<file path="src/rtl/regfile_sb.sv">
// Register file with NRP combinational read ports, one write-back port and a per-register busy scoreboard.
// Define REGFILE_BYPASS_EN for same-cycle write-back-to-read forwarding.
module regfile_sb #(
    parameter int XLEN  = 32,
    parameter int NREGS = 32,
    parameter int NRP   = 3,
    localparam int AW   = $clog2(NREGS)
) (
    input  logic                clk,
    input  logic                rst,
    input  logic [NRP*AW-1:0]   rd_addr,
    output logic [NRP*XLEN-1:0] rd_data,
    output logic [NRP-1:0]      rd_busy,
    input  logic                wb_valid,
    input  logic [AW-1:0]       wb_addr,
    input  logic [XLEN-1:0]     wb_data,
    input  logic                iss_valid,
    input  logic [AW-1:0]       iss_addr,
    output logic [AW:0]         busy_cnt,
    output logic                sb_full
);

    localparam logic [AW:0] FULL_CNT = (AW+1)'(NREGS - 1);

    logic [XLEN-1:0]  regs [NREGS];
    logic [NREGS-1:0] busy;
    logic [NREGS-1:0] busy_next;
    logic             wb_en;
    logic             iss_en;
    logic             cnt_inc;
    logic             cnt_dec;

    // x0 is hardwired: its stored value stays 0 and it is never marked busy.
    assign wb_en  = wb_valid  && (wb_addr  != '0);
    assign iss_en = iss_valid && (iss_addr != '0);

    // A count change only happens on a real bit transition, so the counter
    // tracks the population of busy bits exactly and cannot wrap.
    assign cnt_inc = iss_en && !busy[iss_addr];
    assign cnt_dec = wb_en && busy[wb_addr] && !(iss_en && (iss_addr == wb_addr));

    always_comb begin
        busy_next = busy;
        // NOTE: blocking assignments in order, so an issue to the same address overrides the write-back clear.
        if (wb_en)  busy_next[wb_addr]  = 1'b0;
        if (iss_en) busy_next[iss_addr] = 1'b1;
    end

    always_ff @(posedge clk or negedge rst) begin
        if (!rst) begin
            busy     <= '0;
            busy_cnt <= '0;
        end else begin
            // NOTE: non-blocking for all sequential state so every flop samples pre-edge values.
            busy     <= busy_next;
            busy_cnt <= busy_cnt + {{AW{1'b0}}, cnt_inc} - {{AW{1'b0}}, cnt_dec};
        end
    end

    // NOTE: the storage array is reset too, because reads must return 0 immediately after reset.
    always_ff @(posedge clk or negedge rst) begin
        if (!rst) begin
            for (int i = 0; i < NREGS; i++) regs[i] <= '0;
        end else if (wb_en) begin
            regs[wb_addr] <= wb_data;
        end
    end

    assign sb_full = (busy_cnt == FULL_CNT);

    for (genvar k = 0; k < NRP; k++) begin : g_rd
        logic [AW-1:0] ra;
        assign ra = rd_addr[k*AW +: AW];

        always_comb begin
            rd_data[k*XLEN +: XLEN] = regs[ra];
            rd_busy[k]              = busy[ra];
`ifdef REGFILE_BYPASS_EN
            // Forwarded value is fresh unless the same edge re-issues the register.
            if (wb_en && (ra == wb_addr)) begin
                rd_data[k*XLEN +: XLEN] = wb_data;
                rd_busy[k]              = iss_en && (iss_addr == wb_addr);
            end
`endif
        end
    end

endmodule

</file>
<file path="config.mk">
export PLATFORM = sky130hd
export DESIGN_NAME = regfile_sb
export DESIGN_NICKNAME = d
export VERILOG_FILES = /design/src/rtl/regfile_sb.sv
export SDC_FILE = /design/constraint.sdc
export NUM_CORES = 2
export LEC_CHECK = 0
export CAP_MARGIN = 0
export CORE_ASPECT_RATIO = 1.4
export CORE_MARGIN = 10
export CORE_UTILIZATION = 62
export DETAILED_ROUTE_END_ITERATION = 16
export GPL_TIMING_DRIVEN = 1
export PLACE_DENSITY_LB_ADDON = 0.08
export SLEW_MARGIN = 40
export SYNTH_ARGS = -nofsm -noshare
export SYNTH_HDL_FRONTEND = slang
export SYNTH_SLANG_ARGS = --single-unit
</file>
<file path="constraint.sdc">
create_clock -name clk -period 5.7 [get_ports clk]
set_input_delay 0.855 -clock clk [delete_from_list [all_inputs] [get_ports clk]]
set_output_delay 0.855 -clock clk [all_outputs]
set_load 0.02 [all_outputs]
</file>
After elaboration in Yosys (flattened, before gate mapping)
Index checks and enable logic that the tools add are counted.
- bits in registers: 1062
- input port bits: 61
- word-level logic and storage cells: 98
- output and inout port bits: 106
- $add $sub $neg: 2
- muxes and demuxes: 28
- bitwise gates (word level): 7
- equality and inequality tests: 2
- reduce and logical (&&, ||, !) cells: 13
- $lt $le $gt $ge: 12
- operator list (cell ; number):
    $bwmux W1024 ; 1
    $bmux W32 S5 ; 3
    $mux W32 ; 9
    $demux W32 S5 ; 1
    $and A32 B32 Y32 ; 1
    $not A32 Y32 ; 1
    $or A32 B32 Y32 ; 1
    $lt A5 B6 Y1 const B ; 5
    $bmux W1 S5 ; 5
    $ge A6 B6 Y1 const B ; 4
    $not A5 Y6 ; 4
    $demux W1 S5 ; 2
    $ge A5 B1 Y1 const B ; 2
    $reduce_bool A5 Y1 ; 2
    $logic_and A1 B1 Y1 ; 9
    $mux W1 ; 7
    $add A6 B1 Y6 ; 1
    $eq A6 B5 Y1 const B ; 1
    $lt A6 B1 Y1 const B ; 1
    $sub A6 B1 Y6 ; 1
    $eq A5 B5 Y1 ; 1
    $logic_not A1 Y1 ; 2

Longest topological paths before layout
- word-level depth: 9
- depth in mapped cells: 14

Worst setup path before layout
OpenSTA, ideal clock, no wires.
- kind: input-to-reg
- start: in iss_addr[0]
- end: reg busy_cnt[5]
- buffers on the path: 1
- path slack: 1978 ps
- setup time: 116 ps
- arrival time: 3606 ps
- stages on the path: 12
- required time: 5584 ps
- cells stage by stage: buf_2 > mux4_2 > mux2i_1 > nor3_1 > or4_1 > ha_1 > inv_1 > ha_1 > a21o_1 > a21o_1 > a2111o_1 > o311ai_0
- word-level cells in the longest chain between the ends: 6
- elaborated cells between the ends (all ways): 12
- those cells by class: add/sub: 2; eq/ne: 1; mux: 2; reduce/logical: 7
- RTL lines (item ; RTL line ; text):
    start, declared ; 18 ; input logic [AW-1:0] iss_addr,
    $bmux W1 S5 / $reduce_bool A5 Y1 (equally long branches) ; 39, 35 ;
    $mux W1 (not written as such) / $logic_and A1 B1 Y1 (equally long branches) ; 39, 35 ;
    $logic_not A1 Y1 / $logic_and A1 B1 Y1 (equally long branches) ; 39, 40 ;
    $logic_and A1 B1 Y1 / $logic_not A1 Y1 (equally long branches) ; 39, 40 ;
    $add A6 B1 Y6 / $logic_and A1 B1 Y1 (equally long branches) ; 56, 40 ;
    $sub A6 B1 Y6 * ; 56 ; busy_cnt <= busy_cnt + {{AW{1'b0}}, cnt_inc} - {{AW{1'b0}}, cnt_dec};
    end signal, assigned ; 56 ;
    end, declared ; 19 ; output logic [AW:0] busy_cnt,
Every way passes the cells marked *; elsewhere a longest branch is shown, timed or not. The select of a mux whose other input is x is not followed.
A chain may end at the register's enable or synchronous reset.

Worst setup path in the final report
- start: in rd_addr[5]
- end: out rd_data[32]
- word-level cells in the longest chain between the ends: 4
- RTL lines (item ; RTL line ; text):
    start, declared ; 11 ; input logic [NRP*AW-1:0] rd_addr,
    $not A5 Y6 (not written as such) ; 76 ; rd_data[k*XLEN +: XLEN] = regs[ra];
    $bmux W32 S5 ; 76 ;
    $mux W32 (not written as such) (2 in series) ; 76 ;
    end, declared ; 12 ; output logic [NRP*XLEN-1:0] rd_data,
Every way passes these cells. The select of a mux whose other input is x is not followed.

==> metrics.md <==
| Metric | Value |
|---|---|
| Status | `finished, final reports clean` |
| # rows | `140` |
| Distinct cells, synth | `51` |
| Power Dens Cells | `346.0 mW/mm^2` |
| Layout Skew | `0.01068 ns` |
| DP Area | `0.06782 sq mm` |
| First-pass GRT wire length | `294500 microns` |
| Data required, critical path | `4.85 ns` |
| Drt first pass iters | `5` |
| Clk slew on worst S/H paths | `0.06 ns` |
| Mapped cell area | `0.06480 sq mm` |
| Post-synth top area share | `0.4101` |
| Final hold violations | `0` |
| WL final | `196800 microns` |
| Hold Buf Count CTS | `0` |
| Clock Path Buffers | `3` |
| Vias in the first global route | `43493` |
| CTS tree | `done` |
| Final setup vio count | `0` |
| Post-CTS Setup Bufs | `0` |
| CTS buffer count | `107` |
| Setup crit start kind | `input pin` |
| Unrepaired setup endpoints after global routing | `no` |
| Total power | `24780 uW` |
| Largest cells by area after synthesis | `dfrtp_1, mux4_2, mux2_2` |
| Post-synth ARST share | `1.000` |
| Core Region | `0.1039 sq mm` |
| Final-layout fill cell count | `6613` |
| Initial Utilization | `0.6238` |
| Slew margin rel. | `0.4256` |
| Multi-input logic area | `0.03639 sq mm` |
| Sequential cell area | `0.02658 sq mm` |
| Area Overhead vs Synth | `10.52%` |
| Initial DRC count | `4356` |
| Cell taking the most area after synthesis | `dfrtp_1` |
| Initial antenna violation count | `8` |
| Wire length per cell | `37.91 microns` |
| Flops & latches, synth | `1062` |
| DR vias/cell | `7.775` |
| Die width | `293.2 microns` |
| Post-synth top flop | `dfrtp_1` |
| Crit path DAT | `3.68 ns` |
| Mean post-synth cell area | `16.94 sq um` |
| CP max FO | `37` |
| Post-route DRC | `0` |
| PostCTS Resize Cnt | `0` |
| # H-tree levels | `3` |
| Type of the most critical hold path | `in2async` |
| Maxcap violations | `0` |
| Fin crit period | `4.533 ns` |
| Clock root buffer | `clkbuf_16` |
| Clock latency on the worst-skew pair | `0.71 ns` |
| Worst slew pin tran | `0.8616 ns` |
| Gr ovfl total | `0` |
| Die area | `0.1180 sq mm` |
| Routed via count | `40358` |
| Syn Inst Count | `3824` |
| Post-synthesis net count | `3894` |
| Synth Warn # | `0` |
| Max Slew Vio Count | `0` |
| Final period util | `0.7952` |
| Number of synthesized flops with an enable pin | `0` |
| GPL Wtd Cong | `0.8881` |
| Detail Route Antenna Nets | `0` |
| Fmax | `220.6 MHz` |
| Final HPWL DP | `115500 microns` |
| PortBufs | `166` |
| CP Class | `in2out` |
| CTS sink cnt | `1062` |
| Pin count of the biggest net entering global routing | `168` |
| I/O pins | `167` |
| NumNets Final | `3821` |
| Crit. End Element | `output pin` |
| Die H | `402.5 microns` |
| Leak | `0.02951 uW` |
| Sum Neg Setup Slack | `0 ns` |
| Peak VDD IR | `393.0 uV` |
| Post-route cell area | `0.07161 sq mm` |
| R2R setup slack | `2.17 ns` |
| Seq/Total Area, Yosys | `0.4101` |
| Layout cells sized above 1 | `0.6450` |
| Total GRT Usage | `0.3390` |
## routing by layer
layer	wire [microns]	track usage	vias up
met4	10990	0.1699	10
met2	96380	0.5412	2285
li1	-	-	15461
met1	71460	0.4398	22032
met5	68	0	-
met3	17890	0.07439	570
## metrics by stage
| stage | hold WS [ns] | cells | util | setup slack, ns |
|---|---|---|---|---|
| after floorplan | 0.4580 | 3824 | - | 1.978 |
| after global placement | 0.3923 | 4984 | 0.6527 | 1.044 |
| after detailed placement | 0.4024 | 4987 | 0.6529 | 1.060 |
| after CTS | 0.1767 | 5184 | 0.6886 | 1.112 |
| after global routing | 0.02534 | 5189 | 0.6894 | 1.036 |
| final | 0.01398 | 5191 | 0.6894 | 1.167 |
## cells in the final DEF, fill, tap and decap left out, types with 5 or more instances in the layout
cell / netlist / final
inv_1: 10 / 10
o21ai_0: 24 / 24
clkbuf_1: 262 / 20
nor2_4: 0 / 12
clkbuf_16: 0 / 111
dfrtp_1: 1062 / 1062
xnor2_1: 6 / 6
clkbuf_8: 0 / 22
buf_4: 18 / 71
nor3_1: 6 / 5
buf_6: 9 / 7
nand3b_1: 7 / 7
bufinv_16: 0 / 12
nand4b_1: 5 / 5
nand2_1: 21 / 6
mux2_2: 1093 / 1093
nand2_8: 0 / 7
mux2i_1: 17 / 17
mux4_2: 998 / 998
nand2b_1: 9 / 8
clkinv_2: 0 / 22
clkinvlp_4: 0 / 6
buf_2: 127 / 33
buf_8: 0 / 7
nand2_4: 0 / 7
ha_1: 8 / 8
buf_12: 0 / 52
a22o_1: 11 / 11
clkdlybuf4s50_1: 0 / 117
## report_power, final
group          total [uW]  switching, uW  internal, uW  leakage, uW
logic                6790           2560          4230       0.0141
clock network        7530           3150          4380      0.00182
registers           10500           1460          8990       0.0136
total               24800           7170         17600       0.0295
## cell type report
type,count,area share
clock buffer,153,0.04406
multi-input combinational,2279,0.5082
sequential,1062,0.3711
antenna,3,0.0001048
inverter,10,0.0005242
clock inverter,44,0.007688
tap,1349,0.02357
timing repair buffer,291,0.04475
## registers in the layout, summed over array words and instances (netlist names)
| register | count |
|---|---|
| regs | 1024 |
| busy_cnt | 6 |
| busy | 32 |
## cell families after synthesis
family	share of synthesized area
compound gates	0.007608
xor+xnor	0.001081
fa+ha+maj	0.001854
buf+inv	0.03252
flops	0.4101
mux	0.5394
simple gates	0.007357
## cells in the mapped netlist (all sizes together) (2+ instances only)
master / n
inv: 10
mux2: 1093
nand3: 4
or2: 3
o22ai: 2
nand4: 2
a22o: 11
mux2i: 17
nand2: 21
o211ai: 2
mux4: 998
nor3: 6
clkbuf: 262
a2bb2oi: 2
dfrtp: 1062
nand4b: 5
o2bb2ai: 4
buf: 211
nand2b: 9
nor3b: 4
xnor2: 6
o221ai: 2
o21ai: 24
a21o: 3
o22a: 2
a21oi: 4
nor2b: 3
ha: 8
a32o: 4
nor2: 16
nand3b: 7
xor2: 2
## critical path: stages
cell and delay (ns):
buf_8 0.40, buf_12 0.35, mux4_2 0.57, mux4_2 0.49, mux2_2 0.33, clkdlybuf4s50_1 0.58
## worst paths after layout
check / startpoint / end / cells past startpoint
max: rd_addr[5] / rd_data[32] / 6
min: rst / regs[993]$_DFFE_PN0P_ / 1
max reg2reg: busy[28]$_DFF_PN0_ / busy_cnt[5]$_DFF_PN0_ / 11
min reg2reg: regs[1014]$_DFFE_PN0P_ / regs[1014]$_DFFE_PN0P_ / 0
max in group asynchronous: rst / regs[371]$_DFFE_PN0P_ / 4
min in group clk: regs[1014]$_DFFE_PN0P_ / regs[1014]$_DFFE_PN0P_ / 0
Note: power is estimated with default switching activity, not from simulation.
